[src/rtl/seg7_pkg.sv]
// Shared constants for the multiplexed 4-digit seven-segment display.
// Segment vectors are ordered {g,f,e,d,c,b,a}, and all outputs are active-low.
package seg7_pkg;

  localparam int DIGIT_COUNT = 4;

  typedef enum logic [1:0] {
    DIG0 = 2'd0,
    DIG1 = 2'd1,
    DIG2 = 2'd2,
    DIG3 = 2'd3
  } digit_e;

  // Entry [n] is the glyph for decimal digit n.
  localparam logic [9:0][6:0] SEG_PATTERNS = {
    7'b0010000,  // 9
    7'b0000000,  // 8
    7'b1111000,  // 7
    7'b0000010,  // 6
    7'b0010010,  // 5
    7'b0011001,  // 4
    7'b0110000,  // 3
    7'b0100100,  // 2
    7'b1111001,  // 1
    7'b1000000   // 0
  };

  localparam logic [6:0] SEG_DASH = 7'b0111111;
  localparam logic [6:0] SEG_OFF  = 7'b1111111;
  localparam logic [3:0] AN_OFF   = 4'b1111;
  localparam logic       DP_OFF   = 1'b1;

endpackage

[src/rtl/seg7_time_display_if.sv]
// Display bus: the BCD readings and run flag going in, and the anode, segment
// and decimal-point drives coming out.
interface seg7_time_display_if;

  logic [7:0] time_reading;
  logic [7:0] aux_reading;
  logic       count_enabled;
  logic [3:0] an;
  logic [6:0] seg;
  logic       dp;

  modport master (
    output time_reading, aux_reading, count_enabled,
    input  an, seg, dp
  );

  modport slave (
    input  time_reading, aux_reading, count_enabled,
    output an, seg, dp
  );

endinterface

[src/rtl/bcd_to_seg7.sv]
// Combinational BCD-to-seven-segment decoder (active-low, {g,f,e,d,c,b,a}).
// Nibble values 10 through 15 show a dash.
module bcd_to_seg7
  import seg7_pkg::*;
(
  input  logic [3:0] i_bcd,
  output logic [6:0] o_seg
);

  always_comb begin
    // NOTE: assign a default first so every path drives o_seg and no latch is inferred.
    o_seg = SEG_DASH;
    if (i_bcd <= 4'd9) begin
      o_seg = SEG_PATTERNS[i_bcd];
    end
  end

endmodule

[src/rtl/seg7_time_display.sv]
// Four-digit multiplexed time display with per-frame input snapshots, anti-ghost
// blanking and a separator dot that blinks while paused.
// Optional: define SEG7_LEADING_ZERO_BLANK_EN to blank zero tens digits (1 and 3).
module seg7_time_display
  import seg7_pkg::*;
#(
  parameter int CLK_FREQ     = 100000000,
  parameter int DIGIT_PERIOD = 25000,
  parameter int BLANK_CYCLES = 16
) (
  input  logic                clk,
  input  logic                init_regs_n,
  seg7_time_display_if.slave  bus
);

  localparam int SLOT_W     = $clog2(DIGIT_PERIOD);
  localparam int BLINK_HALF = (CLK_FREQ / 2 > 1) ? CLK_FREQ / 2 : 1;
  localparam int BLINK_W    = (BLINK_HALF > 1) ? $clog2(BLINK_HALF) : 1;

  localparam logic [SLOT_W-1:0]  SLOT_LAST  = SLOT_W'(DIGIT_PERIOD - 1);
  localparam logic [SLOT_W-1:0]  SLOT_BLANK = SLOT_W'(BLANK_CYCLES);
  localparam logic [BLINK_W-1:0] BLINK_LAST = BLINK_W'(BLINK_HALF - 1);

  logic [SLOT_W-1:0]  r_slot_cnt;
  digit_e             r_digit_idx;
  logic [7:0]         r_time_snap;
  logic [7:0]         r_aux_snap;
  logic [BLINK_W-1:0] r_blink_cnt;
  logic               r_blink_lit;
  logic [3:0]         r_an;
  logic [6:0]         r_seg;
  logic               r_dp;

  logic [3:0] w_nibble;
  logic [6:0] w_seg;
  logic       w_active;
  logic       w_lz_blank;
  logic [3:0] w_an_next;
  logic       w_dp_next;

  // Scan timing. The snapshot is refreshed only on the 3->0 digit wrap, so each
  // frame shows one coherent reading.
  always_ff @(posedge clk or negedge init_regs_n) begin
    if (!init_regs_n) begin
      r_slot_cnt  <= '0;
      r_digit_idx <= DIG0;
      r_time_snap <= '0;
      r_aux_snap  <= '0;
    end else begin
      // NOTE: use non-blocking assignments so every register updates from pre-edge values.
      if (r_slot_cnt == SLOT_LAST) begin
        r_slot_cnt  <= '0;
        r_digit_idx <= digit_e'(r_digit_idx + 2'd1);
        if (r_digit_idx == DIG3) begin
          r_time_snap <= bus.time_reading;
          r_aux_snap  <= bus.aux_reading;
        end
      end else begin
        r_slot_cnt <= r_slot_cnt + 1'b1;
      end
    end
  end

  // While running, the counter is held so that every pause starts with a full lit half-period.
  always_ff @(posedge clk or negedge init_regs_n) begin
    if (!init_regs_n) begin
      r_blink_cnt <= '0;
      r_blink_lit <= 1'b1;
    end else if (bus.count_enabled) begin
      r_blink_cnt <= '0;
      r_blink_lit <= 1'b1;
    end else if (r_blink_cnt == BLINK_LAST) begin
      r_blink_cnt <= '0;
      r_blink_lit <= ~r_blink_lit;
    end else begin
      r_blink_cnt <= r_blink_cnt + 1'b1;
    end
  end

  always_comb begin
    w_nibble = r_time_snap[3:0];
    case (r_digit_idx)
      DIG0: w_nibble = r_time_snap[3:0];
      DIG1: w_nibble = r_time_snap[7:4];
      DIG2: w_nibble = r_aux_snap[3:0];
      DIG3: w_nibble = r_aux_snap[7:4];
    endcase
  end

  bcd_to_seg7 u_bcd_to_seg7 (
    .i_bcd (w_nibble),
    .o_seg (w_seg)
  );

`ifdef SEG7_LEADING_ZERO_BLANK_EN
  assign w_lz_blank = ((r_digit_idx == DIG1) || (r_digit_idx == DIG3)) && (w_nibble == 4'd0);
`else
  assign w_lz_blank = 1'b0;
`endif

  assign w_active  = (r_slot_cnt >= SLOT_BLANK);
  assign w_an_next = (w_active && !w_lz_blank) ? ~(4'b0001 << r_digit_idx) : AN_OFF;
  assign w_dp_next = ~(w_active && (r_digit_idx == DIG2) && r_blink_lit);

  // Registered drives; the async reset turns the display off without waiting for a clock.
  always_ff @(posedge clk or negedge init_regs_n) begin
    if (!init_regs_n) begin
      r_an  <= AN_OFF;
      r_seg <= SEG_OFF;
      r_dp  <= DP_OFF;
    end else begin
      r_an  <= w_an_next;
      r_seg <= w_seg;
      r_dp  <= w_dp_next;
    end
  end

  assign bus.an  = r_an;
  assign bus.seg = r_seg;
  assign bus.dp  = r_dp;

endmodule
[src/flat_wrapper.sv]
// flat-port wrapper written by rule: the top's interface ports become plain ports
module seg7_time_display_flat import seg7_pkg::*;
#(
  parameter int CLK_FREQ     = 100000000,
  parameter int DIGIT_PERIOD = 25000,
  parameter int BLANK_CYCLES = 16
)
  (clk, init_regs_n, bus_time_reading, bus_aux_reading, bus_count_enabled, bus_an, bus_seg, bus_dp);
  seg7_time_display_if bus_i ();
  input  logic clk;
  input  logic init_regs_n;
  input wire logic [$bits(bus_i.time_reading)-1:0] bus_time_reading;
  input wire logic [$bits(bus_i.aux_reading)-1:0] bus_aux_reading;
  input wire logic [$bits(bus_i.count_enabled)-1:0] bus_count_enabled;
  output wire logic [$bits(bus_i.an)-1:0] bus_an;
  output wire logic [$bits(bus_i.seg)-1:0] bus_seg;
  output wire logic [$bits(bus_i.dp)-1:0] bus_dp;
  assign bus_i.time_reading = bus_time_reading;
  assign bus_i.aux_reading = bus_aux_reading;
  assign bus_i.count_enabled = bus_count_enabled;
  assign bus_an = bus_i.an;
  assign bus_seg = bus_i.seg;
  assign bus_dp = bus_i.dp;
  seg7_time_display #(.CLK_FREQ(CLK_FREQ), .DIGIT_PERIOD(DIGIT_PERIOD), .BLANK_CYCLES(BLANK_CYCLES)) u_core (.clk(clk), .init_regs_n(init_regs_n), .bus(bus_i));
endmodule
[config.mk]
export PLATFORM = sky130hd
export DESIGN_NAME = seg7_time_display_flat
export DESIGN_NICKNAME = d
export VERILOG_FILES = /design/src/rtl/seg7_pkg.sv /design/src/rtl/seg7_time_display_if.sv /design/src/rtl/bcd_to_seg7.sv /design/src/rtl/seg7_time_display.sv /design/src/flat_wrapper.sv
export SDC_FILE = /design/constraint.sdc
export NUM_CORES = 1
export LEC_CHECK = 0
export CAP_MARGIN = 10
export CORE_ASPECT_RATIO = 0.9
export CORE_MARGIN = 2
export CORE_UTILIZATION = 55
export CTS_BUF_LIST = sky130_fd_sc_hd__clkbuf_2
export DETAILED_ROUTE_END_ITERATION = 10
export GPL_ROUTABILITY_DRIVEN = 0
export PLACE_DENSITY = 0.77
export SLEW_MARGIN = 0
export SYNTH_ARGS = -nofsm -noshare
export SYNTH_HDL_FRONTEND = slang
export SYNTH_SLANG_ARGS = --single-unit
[constraint.sdc]
create_clock -name clk -period 2.5 [get_ports clk]
set_input_delay 0.5 -clock clk [delete_from_list [all_inputs] [get_ports clk]]
set_output_delay 0.5 -clock clk [all_outputs]
set_load 0.02 [all_outputs]
==> qor.txt, run 1 <==
CP peak stage delay = 0.60 ns
Met3 usage = 5.27%
Fmax = 459 MHz
Grt ovf = 0
DP Wirelength = 4.57 mm
Vias in the first global route = 2,373
Fillers = 504
Worst Min Path Start = u_core.r_blink_cnt[0]
Slew @ Worst Pin = 0.481 ns
Top delay family on crit path = buffers and inverters
Total track usage = 20.4%
Distinct cells, synth = 43
Routed len/inst = 14.6 microns
Critical Path, Cell by Cell = clkdlybuf4s50_1
Arr. time, crit path = 1.68 ns
Fin Clk Skew = 0.0265 ns
Critical path peak fanout = 1
Synthesized Nets = 345
Fin. Hold Viols = 0
Asr flop ratio synth = 100%
Ports = 31
Synthesized area = 3490 sq um
Yosys top cell by area = dfrtp_1
PwrDens = 526 nW/um^2
Die X = 88.0 microns
Initial antenna violation count = 0
Crit Reg-Reg Endpoint = u_core.bus.seg[3]
Ratio of cells with drive above 1 in the final layout = 17.1%
Maximum buffer depth of the clock tree = 2
CTS Buf Count = 9
Die area = 7000 sq um
R2R Setup Slk = 0.40 ns
Tcrit/Tclk final = 87.1%
CTS tree = built
# DRC = 0
Gate Count Post-Synth = 315
Endpoints failing setup = 0
Critical path class = reg -> out
CP startpoint kind = flip-flop
Vias/cell = 5.52
Leading cell type by number of instances after synthesis = dfrtp_1
Total power draw = 0.00212 W
Post-synth EDFFs = 0
Final Net Count = 382
Grt peak-use layer = met2
Sequential share of the synthesized area = 52.1%
R2R cell count = 7
N_diodes = 0
Post-route setup TNS = 0 ns
Worst r2r src = u_core.r_digit_idx[0]
WP buf/inv = 1
Global-route wire length before repair = 10.9 mm
Worst path slowest cell = clkdlybuf4s50_1
RSZ-0062 raised after global routing = false
Synthesized flop and latch total = 72
Vias = 2,451
Pin count of the biggest net entering global routing = 73
Final Max Slew Viols = 0
Post-route core utilization = 65.9%
Clock transition at path regs = 0.20 ns
Rows = 27
Clk_lat worst skew = 0.52 ns
Main synth FF type = dfrtp_1
Antenna Violating Nets Remaining = 0
Average cell area after synthesis = 11.1 sq um
Chip height = 79.6 microns
Max Cap Viol = 0
Commonest cells in the netlist = dfrtp_1, nand2_1, nor2_1
Number of DRC markers in iteration 0 = 163
Status = finished clean
Worst Setup End Kind = output port
Area grow syn2layout = 15.5%
Peak supply drop = 0.518 mV
Worst hold stages = 1
Met1 Use GR = 26.9%
Leakage = 1.71 nW
Met2 usage = 32.3%
DRT Wirelength = 6.49 mm
Share of the synthesized area in the top cell type = 42.3%
Worst Hold Path EP = u_core.r_blink_cnt[0]
CORE AREA = 6110 sq um
Synth area leaders = dfrtp_1, dfstp_2, mux2_4
Worst slew margin = 67.0%
Fin crit period = 2.18 ns
Synth warnings = 0
Max H-tree Level = 3
Worst Hold Class = reg -> reg
DRT Pass-1 Iters = 5
IO buf count = 30
CP Data Required Time = 2.00 ns
CTS Root Cell = clkbuf_2
Clock sinks = 72
Initial Util = 57.1%
[how the worst max path moves through the flow]
stage	cells past startpoint	end	startpoint
finish	1	bus_seg[3]	u_core.bus.seg[3]
global route	7	u_core.bus.seg[3]	u_core.r_digit_idx[0]
CTS	1	bus_seg[3]	u_core.bus.seg[3]
detailed placement	7	u_core.bus.seg[3]	u_core.r_digit_idx[0]
global placement	4	u_core.r_aux_snap[3]	u_core.r_slot_cnt[10]
floorplan	6	u_core.r_aux_snap[0]	u_core.r_slot_cnt[10]
[report_power, final]
part	leakage [nW]	switching, W	total, W	internal [W]
sequential	0.907	0.0000134	0.00121	0.00120
combinational	0.722	0.0000747	0.000147	0.0000727
clock	0.0823	0.000418	0.000758	0.000340
total	1.71	0.000506	0.00212	0.00161
[area by class of cell]
class	instances	area, sq um	area share (%)
tap	87	109	2.70
inverter	16	60.1	1.49
multi-input combinational	218	1550	38.5
timing repair buffer	35	348	8.63
clock buffer	10	50.0	1.24
sequential	72	1820	45.1
clock inverter	6	93.8	2.33
[per-stage QoR]
| stage | cells | hold WS, ns | cell area (sq um) | worst slack, ns |
|---|---|---|---|---|
| final | 444 | 0.471 | 4030 | 0.322 |
| after global routing | 444 | 0.460 | 4030 | 0.182 |
| after CTS | 444 | 0.479 | 4030 | 0.267 |
| after detailed placement | 427 | 0.455 | 3870 | 0.455 |
| after global placement | 427 | 0.443 | 3870 | 0.537 |
| after floorplan | 315 | 0.204 | 3490 | 0.530 |
[routing by layer]
metal | share of wire [%] | vias up
met5 | 0 | -
met1 | 46 | 1196
met2 | 48 | 43
li1 | - | 1197
met4 | 2.2 | 0
met3 | 3.2 | 15
[sequential cells by signal (all words and copies together) (netlist names)]
signal / flops
u_core.bus.an: 4
u_core.bus.dp: 1
u_core.bus.seg: 7
u_core.r_aux_snap: 8
u_core.r_blink_cnt: 26
u_core.r_blink_lit: 1
u_core.r_digit_idx: 2
u_core.r_slot_cnt: 15
u_core.r_time_snap: 8
[layout by cell type (no fill, tap or decap), types with 11 or more instances in the layout]
| cell | n |
|---|---|
| nand2_1 | 24 |
| inv_1 | 16 |
| ha_1 | 11 |
| xnor2_1 | 11 |
| dfrtp_1 | 59 |
| a21oi_1 | 16 |
| nor2_1 | 24 |
| xor2_1 | 13 |
| dfstp_2 | 13 |
| clkdlybuf4s50_1 | 29 |
| nand3_1 | 17 |
| mux2_4 | 11 |
| nand4_1 | 11 |
[timing repair]
action	CTS	global route
hold buffers	1	0
setup endpoints to repair	0	0
buffers inserted	0	0
hold endpoints to repair	59	0
resized for setup	0	0
[logic make-up after synthesis]
logic type / count (synthesis) / share of synthesized area (%)
XOR/XNOR: 24 / 6.02
adder cells (fa/ha/maj): 11 / 3.94
flip-flops: 72 / 52.1
buffers and inverters: 25 / 3.48
AND/OR/NAND/NOR: 118 / 18.4
AO/OA/AOI/OAI: 43 / 7.89
multiplexers: 22 / 8.21
(Power assumes the default switching activity.)
==> run 2, diff against run 1 <==
CORE_MARGIN = not set   (was 2)
CORE_UTILIZATION = 46   (was 55)
PLACE_DENSITY = 0.66   (was 0.77)
==> run 2 against run 1 <==
Effect of this change:
- clock-buffer cell count shrank 1
- design area grew 0.65%
- via count grew 0.20%
- clock skew grew 0.0033 ns
- routed wire length grew 2.3%
- global-route usage shrank 1.2 points
- fmax shrank 1.4%
- register-to-register slack gained 0.02 ns
- clock power grew 3.8%
- hold slack lost 0.0032 ns
- combinational power is essentially flat
- setup slack lost 0.031 ns
==> qor.txt, run 2 (synthesized netlist as in run 1, its figures left out) <==
Status = finished clean (unchanged)
WP depth = 1 (unchanged)
Critical Path, Cell by Cell = clkdlybuf4s50_1 (unchanged)
Worst path slowest cell = clkdlybuf4s50_1 (unchanged)
Pin count of the biggest net entering global routing = 33 (was 73)
Fin. Hold Viols = 0 (unchanged)
Clock sinks = 72 (unchanged)
Footprint of the multi-input gates = 1550 sq um (unchanged)
Area grow syn2layout = 16.2% (was 15.5%)
Antenna Violating Nets Remaining = 0 (unchanged)
DP Wirelength = 4.57 mm (unchanged)
Setup Fix Bufs, Post-CTS = 0 (unchanged)
Final Net Count = 384 (was 382)
Max H-tree Level = 3 (unchanged)
Max Cap Viol = 0 (unchanged)
Routed len/inst = 14.7 microns (was 14.6 microns)
Vias in the first global route = 2,440 (was 2,373)
CP Data Required Time = 2.00 ns (about the same)
Die area = 7940 sq um (was 7000 sq um)
Largest registers = u_core.r_blink_cnt: 26 flops, u_core.r_slot_cnt: 15 flops (unchanged)
Ratio of cells with drive above 1 in the final layout = 17.5% (was 17.1%)
Grt ovf = 0 (unchanged)
PwrDens = 530 nW/um^2 (was 526 nW/um^2)
Rows = 29 (was 27)
Reg with most FFs = u_core.r_blink_cnt (unchanged)
CORE AREA = 7180 sq um (was 6110 sq um)
Die X = 93.8 microns (was 88.0 microns)
Initial Util = 48.6% (was 57.1%)
Critical path class = reg -> out (unchanged)
Logic pwr share = 6.9% (was 7.0%)
N_diodes = 0 (unchanged)
NetSw = 0.000535 W (was 0.000506 W)
RSZ-0062 raised after global routing = false (unchanged)
Vias = 2,456 (was 2,451)
CP peak stage delay = 0.60 ns (about the same)
CP startpoint kind = flip-flop (unchanged)
Final Max Slew Viols = 0 (unchanged)
Chip height = 84.6 microns (was 79.6 microns)
Fin Clk Skew = 0.0298 ns (was 0.0265 ns)
Fillers = 598 (was 504)
Clk_lat worst skew = 0.53 ns (was 0.52 ns)
Ports = 31 (unchanged)
Net Sw Frac = 24.9% (was 23.9%)
Peak supply drop = 0.472 mV (was 0.518 mV)
WP buf/inv = 1 (unchanged)
Top delay family on crit path = buffers and inverters (unchanged)
# DRC = 0 (unchanged)
Endpoints failing setup = 0 (unchanged)
Pint = 0.00161 W (about the same)
DRT Pass-1 Iters = 4 (was 5)
Commonest non-fill, non-tap cell in the layout = dfrtp_1 (unchanged)
R2R cell count = 7 (unchanged)
Reg power frac = 56.4% (was 57.2%)
Worst Hold Class = in -> async (was reg -> reg)
CTS Buf Count = 9 (unchanged)
Arr. time, crit path = 1.71 ns (was 1.68 ns)
Fin crit period = 2.21 ns (was 2.18 ns)
Total track usage = 19.2% (was 20.4%)
CTS Root Cell = clkbuf_2 (unchanged)
FF+latch area = 1820 sq um (unchanged)
DRT Wirelength = 6.64 mm (was 6.49 mm)
Worst Setup End Kind = output port (unchanged)
Post-route core utilization = 56.4% (was 65.9%)
Vias/cell = 5.43 (was 5.52)
Clock network power share = 36.6% (was 35.8%)
Clock transition at path regs = 0.23 ns (was 0.20 ns)
Initial antenna violation count = 0 (unchanged)
IO buf count = 30 (unchanged)
CTS tree = built (unchanged)
Global-route wire length before repair = 11.7 mm (was 10.9 mm)
Fmax = 453 MHz (was 459 MHz)
Number of DRC markers in iteration 0 = 98 (was 163)
Tcrit/Tclk final = 88.4% (was 87.1%)
Post-route setup TNS = 0 ns (unchanged)
Largest register FFs = 26 (unchanged)
Maximum buffer depth of the clock tree = 2 (unchanged)
Slew @ Worst Pin = 0.603 ns (was 0.481 ns)
Worst slew margin = 59.8% (was 67.0%)
Leakage = 1.72 nW (was 1.71 nW)
Critical path peak fanout = 1 (unchanged)
Most frequent cells in the layout = dfrtp_1, clkdlybuf4s50_1, nor2_1, nand2_1, nand3_1 (unchanged)
[run 2: metal layers]
layer | global-route usage, % | share of wire (%) | vias up
li1 | - | - | 1214
met2 | 28.8 | 46 | 37
met3 | 5.71 | 3.0 | 6
met1 | 26.4 | 50 | 1199
met4 | 6.99 | 1.1 | 0
met5 | 0 | 0 | -
[run 2: area by class of cell]
type                       instances  share of cell area (%)
sequential                        72                    44.8
inverter                          16                    1.48
clock inverter                     7                    2.53
timing repair buffer              37                    8.95
multi-input combinational        218                    38.2
clock buffer                       9                    1.11
tap                               93                    2.87
[run 2: repair_timing]
item                      CTS  global route
hold endpoints to repair   21             0
gates resized for setup     0             0
hold buffers                1             0
[run 2: worst reg2reg max path, stage by stage, from the launching register on]
cell and delay (ns):
dfrtp_1 0.43, inv_1 0.11, ha_1 0.29, a222oi_1 0.32
mux2_2 0.27, inv_1 0.11, o21ai_0 0.32, o21ai_0 0.19
[run 2: metrics by stage]
step                hold WS [ns]  setup slack (ns)  instances  total power (W)  instance area (sq um)
floorplan                  0.204             0.530        315          0.00129                   3490
global placement           0.444             0.519        435          0.00138                   3900
detailed placement         0.449             0.463        435          0.00138                   3900
CTS                        0.467             0.258        452          0.00218                   4060
global route               0.466             0.197        452          0.00225                   4060
finish                     0.468             0.291        452          0.00215                   4060
[run 2: worst paths after layout]
path,from,slack [ns],end
worst max register to register,u_core.r_digit_idx[0],0.42,u_core.bus.seg[1]
max in group asynchronous,init_regs_n,1.32,u_core.bus.seg[5]
worst max-delay path,u_core.bus.dp,0.29,bus_dp
min in group clk,u_core.r_blink_cnt[0],0.47,u_core.r_blink_cnt[0]
worst min-delay path,init_regs_n,0.47,u_core.r_aux_snap[0]
worst min register to register,u_core.r_blink_cnt[0],0.47,u_core.r_blink_cnt[0]
[run 2: power groups by stage]
| stage | sequential, W | combinational (W) | clock (W) |
|---|---|---|---|
| global placement | 0.00123 | 0.000149 | 0 |
| global route | 0.00122 | 0.000167 | 0.000869 |
| floorplan | 0.00124 | 0.0000520 | 0 |
| finish | 0.00121 | 0.000149 | 0.000787 |
| detailed placement | 0.00123 | 0.000151 | 0 |
| CTS | 0.00121 | 0.000153 | 0.000811 |
==> run 3, diff against run 2 <==
ABC_AREA = 1   (was not set)
PLACE_DENSITY = 0.65   (was 0.66)
==> run 3 against run 2 <==
Effect of this change:
- routed wire length increased by 27%
- synthesized cell count rose by 64%
- power shrank 10%
- critical path type unchanged
- critical endpoint unchanged
- largest power group unchanged
==> qor.txt, run 3 <==
Status = finished clean (unchanged)
CORE AREA = 8110 sq um (was 7180 sq um)
RSZ-0062 raised after global routing = false (unchanged)
Ports = 31 (unchanged)
Pint = 0.00145 W (was 0.00161 W)
Fin Clk Skew = 0.0300 ns (was 0.0298 ns)
CP peak stage delay = 0.59 ns (was 0.60 ns)
Die X = 98.7 microns (was 93.8 microns)
DP Wirelength = 6.17 mm (was 4.57 mm)
Clock sinks = 72 (unchanged)
Vias/cell = 5.04 (was 5.43)
Worst setup path end = bus_dp (unchanged)
Clk_lat worst skew = 0.52 ns (was 0.53 ns)
Synth warnings = 0 (unchanged)
Grt ovf = 0 (unchanged)
Final Max Slew Viols = 0 (unchanged)
Post-route setup TNS = 0 ns (unchanged)
Die area = 8780 sq um (was 7940 sq um)
Reg power frac = 61.0% (was 56.4%)
Critical path peak fanout = 1 (unchanged)
Top delay family on crit path = buffers and inverters (unchanged)
Worst slew margin = 63.0% (was 59.8%)
Synthesized area = 3870 sq um (was 3490 sq um)
Fmax = 456 MHz (was 453 MHz)
Vias in the first global route = 3,165 (was 2,440)
Yosys top cell by area = dfrtp_1 (unchanged)
WP depth = 1 (unchanged)
Leakage = 2.05 nW (was 1.72 nW)
Crit Reg-Reg Endpoint = u_core.bus.seg[3] (was u_core.bus.seg[1])
Largest register FFs = 26 (unchanged)
Main synth FF type = dfrtp_1 (unchanged)
Post-route core utilization = 54.6% (was 56.4%)
# DRC = 0 (unchanged)
Clock network power share = 35.0% (was 36.6%)
Commonest cells in the netlist = nand2_1, nor2_1, dfrtp_1 (was dfrtp_1, nand2_1, nor2_1)
Worst Hold Class = reg -> reg (was in -> async)
Fillers = 783 (was 598)
Routed len/inst = 12.8 microns (was 14.7 microns)
PwrDens = 436 nW/um^2 (was 530 nW/um^2)
CP Data Required Time = 2.00 ns (about the same)
Global-route wire length before repair = 14.6 mm (was 11.7 mm)
Number of DRC markers in iteration 0 = 212 (was 98)
Critical Path, Cell by Cell = clkdlybuf4s50_1 (unchanged)
R2R Setup Slk = 0.37 ns (was 0.42 ns)
Distinct cells, synth = 26 (was 43)
Arr. time, crit path = 1.69 ns (was 1.71 ns)
Maximum buffer depth of the clock tree = 2 (unchanged)
Initial Util = 47.7% (was 48.6%)
Tcrit/Tclk final = 87.8% (was 88.4%)
Largest registers = u_core.r_blink_cnt: 26 flops, u_core.r_slot_cnt: 15 flops (unchanged)
Post-synth EDFFs = 0 (unchanged)
Chip height = 89 microns (was 84.6 microns)
Peak supply drop = 0.285 mV (was 0.472 mV)
NetSw = 0.000486 W (was 0.000535 W)
Rows = 31 (was 29)
Total track usage = 21.1% (was 19.2%)
Average cell area after synthesis = 7.50 sq um (was 11.1 sq um)
WP buf/inv = 1 (unchanged)
Vias = 3,328 (was 2,456)
Synthesized Nets = 546 (was 345)
Pin count of the biggest net entering global routing = 73 (was 33)
Slew @ Worst Pin = 0.549 ns (was 0.603 ns)
Critical Path Source = u_core.bus.dp (unchanged)
Area grow syn2layout = 14.5% (was 16.2%)
CP startpoint kind = flip-flop (unchanged)
Max H-tree Level = 3 (unchanged)
Commonest non-fill, non-tap cell in the layout = nand2_1 (was dfrtp_1)
Asr flop ratio synth = 100% (unchanged)
Clock transition at path regs = 0.22 ns (was 0.23 ns)
Endpoints failing setup = 0 (unchanged)
Worst path slowest cell = clkdlybuf4s50_1 (unchanged)
Fin. Hold Viols = 0 (unchanged)
Share of the synthesized area in the top cell type = 38.2% (was 42.3%)
N_diodes = 0 (unchanged)
R2R cell count = 13 (was 7)
Gate Count Post-Synth = 516 (was 315)
Leading cell type by number of instances after synthesis = nand2_1 (was dfrtp_1)
Most frequent cells in the layout = nand2_1, nor2_1, dfrtp_1 (was dfrtp_1, clkdlybuf4s50_1, nor2_1, nand2_1, nand3_1)
Fin crit period = 2.19 ns (was 2.21 ns)
Sequential share of the synthesized area = 47.0% (was 52.1%)
Antenna Violating Nets Remaining = 0 (unchanged)
Ratio of cells with drive above 1 in the final layout = 7.31% (was 17.5%)
Net Sw Frac = 25.2% (was 24.9%)
Initial antenna violation count = 0 (unchanged)
Critical path class = reg -> out (unchanged)
Worst Setup End Kind = output port (unchanged)
Logic pwr share = 4.0% (was 6.9%)
CTS tree = built (unchanged)
Max Cap Viol = 0 (unchanged)
CTS Buf Count = 9 (unchanged)
Synthesized flop and latch total = 72 (unchanged)
Synth area leaders = dfrtp_1, nand2_1, nor2_1 (was dfrtp_1, dfstp_2, mux2_4)
Reg with most FFs = u_core.r_blink_cnt (unchanged)
CTS Root Cell = clkbuf_2 (unchanged)
DRT Wirelength = 8.42 mm (was 6.64 mm)
DRT Pass-1 Iters = 4 (unchanged)
Worst r2r src = u_core.r_digit_idx[0] (unchanged)
Final Net Count = 586 (was 384)
IO buf count = 30 (unchanged)
==> run 3: cell count changes after synthesis, moves of 10 or more <==
cell     delta
a21oi_1    -10
inv_1      +42
mux2_4     -11
nand2_1   +150
nand3_1    +10
nand4_1    +12
nor2_1     +69
==> run 3: timing repair <==
| item | in CTS | in global routing |
|---|---|---|
| gates resized for setup | 0 | 0 |
| hold endpoints to repair | 59 | 0 |
| setup buffers | 0 | 0 |
| hold buffers | 1 | 0 |
==> run 3: logic make-up (layout without fill, tap and decap cells) <==
| group | count (synthesis) | in the layout | synth area share (%) |
|---|---|---|---|
| AND/OR/NAND/NOR | 335 | 335 | 36.5 |
| AO/OA/AOI/OAI | 12 | 12 | 1.68 |
| buffers and inverters | 67 | 112 | 6.92 |
| XOR/XNOR | 19 | 19 | 4.30 |
| flip-flops | 72 | 72 | 47.0 |
| adder cells (fa/ha/maj) | 11 | 11 | 3.56 |
==> run 3: per-layer routing <==
layer  track usage [%]  up-vias  routed length (microns)  share of wire [%]
met4              7.19        0                      140                1.7
met3              5.24       15                      373                4.4
li1                  -     1683                        -                  -
met5                 0        -                        0                  0
met1              27.6     1551                     4010                 48
met2              34.6       79                     3890                 46
==> run 3: worst min path at each step <==
stage	start	end	slack, ns	cells after the start
global route	bus_aux_reading[5]	u_core.r_aux_snap[5]	0.47	3
floorplan	init_regs_n	u_core.r_aux_snap[0]	0.20	0
global placement	u_core.r_time_snap[7]	u_core.r_time_snap[7]	0.46	2
CTS	bus_aux_reading[0]	u_core.r_aux_snap[0]	0.46	3
detailed placement	u_core.r_time_snap[7]	u_core.r_time_snap[7]	0.46	2
finish	u_core.r_blink_lit	u_core.r_blink_lit	0.50	2
==> run 3: power groups by stage <==
stage                     clock (W)  combinational, W  sequential (W)
after CTS                  0.000701         0.0000789         0.00118
after floorplan                   0         0.0000155         0.00120
final                      0.000676         0.0000764         0.00118
after detailed placement          0         0.0000774         0.00120
after global placement            0         0.0000775         0.00120
after global routing       0.000749         0.0000866         0.00118
==> run 3: final cells by class <==
cell class              instances  area (sq um)  area share, %
flip-flops and latches         72          1820           41.0
multi-input cells             377          1780           40.3
repair buffers                 37           363           8.19
inverters                      59           221           5.00
well taps                      99           124           2.80
clock inverters                 6          70.1           1.58
clock buffers                  10          50.0           1.13
==> run 3: per-stage QoR <==
step	power (W)	std cells	setup WS [ns]	area, sq um	hold WS (ns)
after floorplan	0.00121	516	0.725	3870	0.204
after global placement	0.00128	643	0.549	4300	0.457
after detailed placement	0.00128	643	0.473	4300	0.458
after CTS	0.00196	660	0.246	4430	0.462
after global routing	0.00202	660	0.135	4430	0.468
final	0.00193	660	0.305	4430	0.498
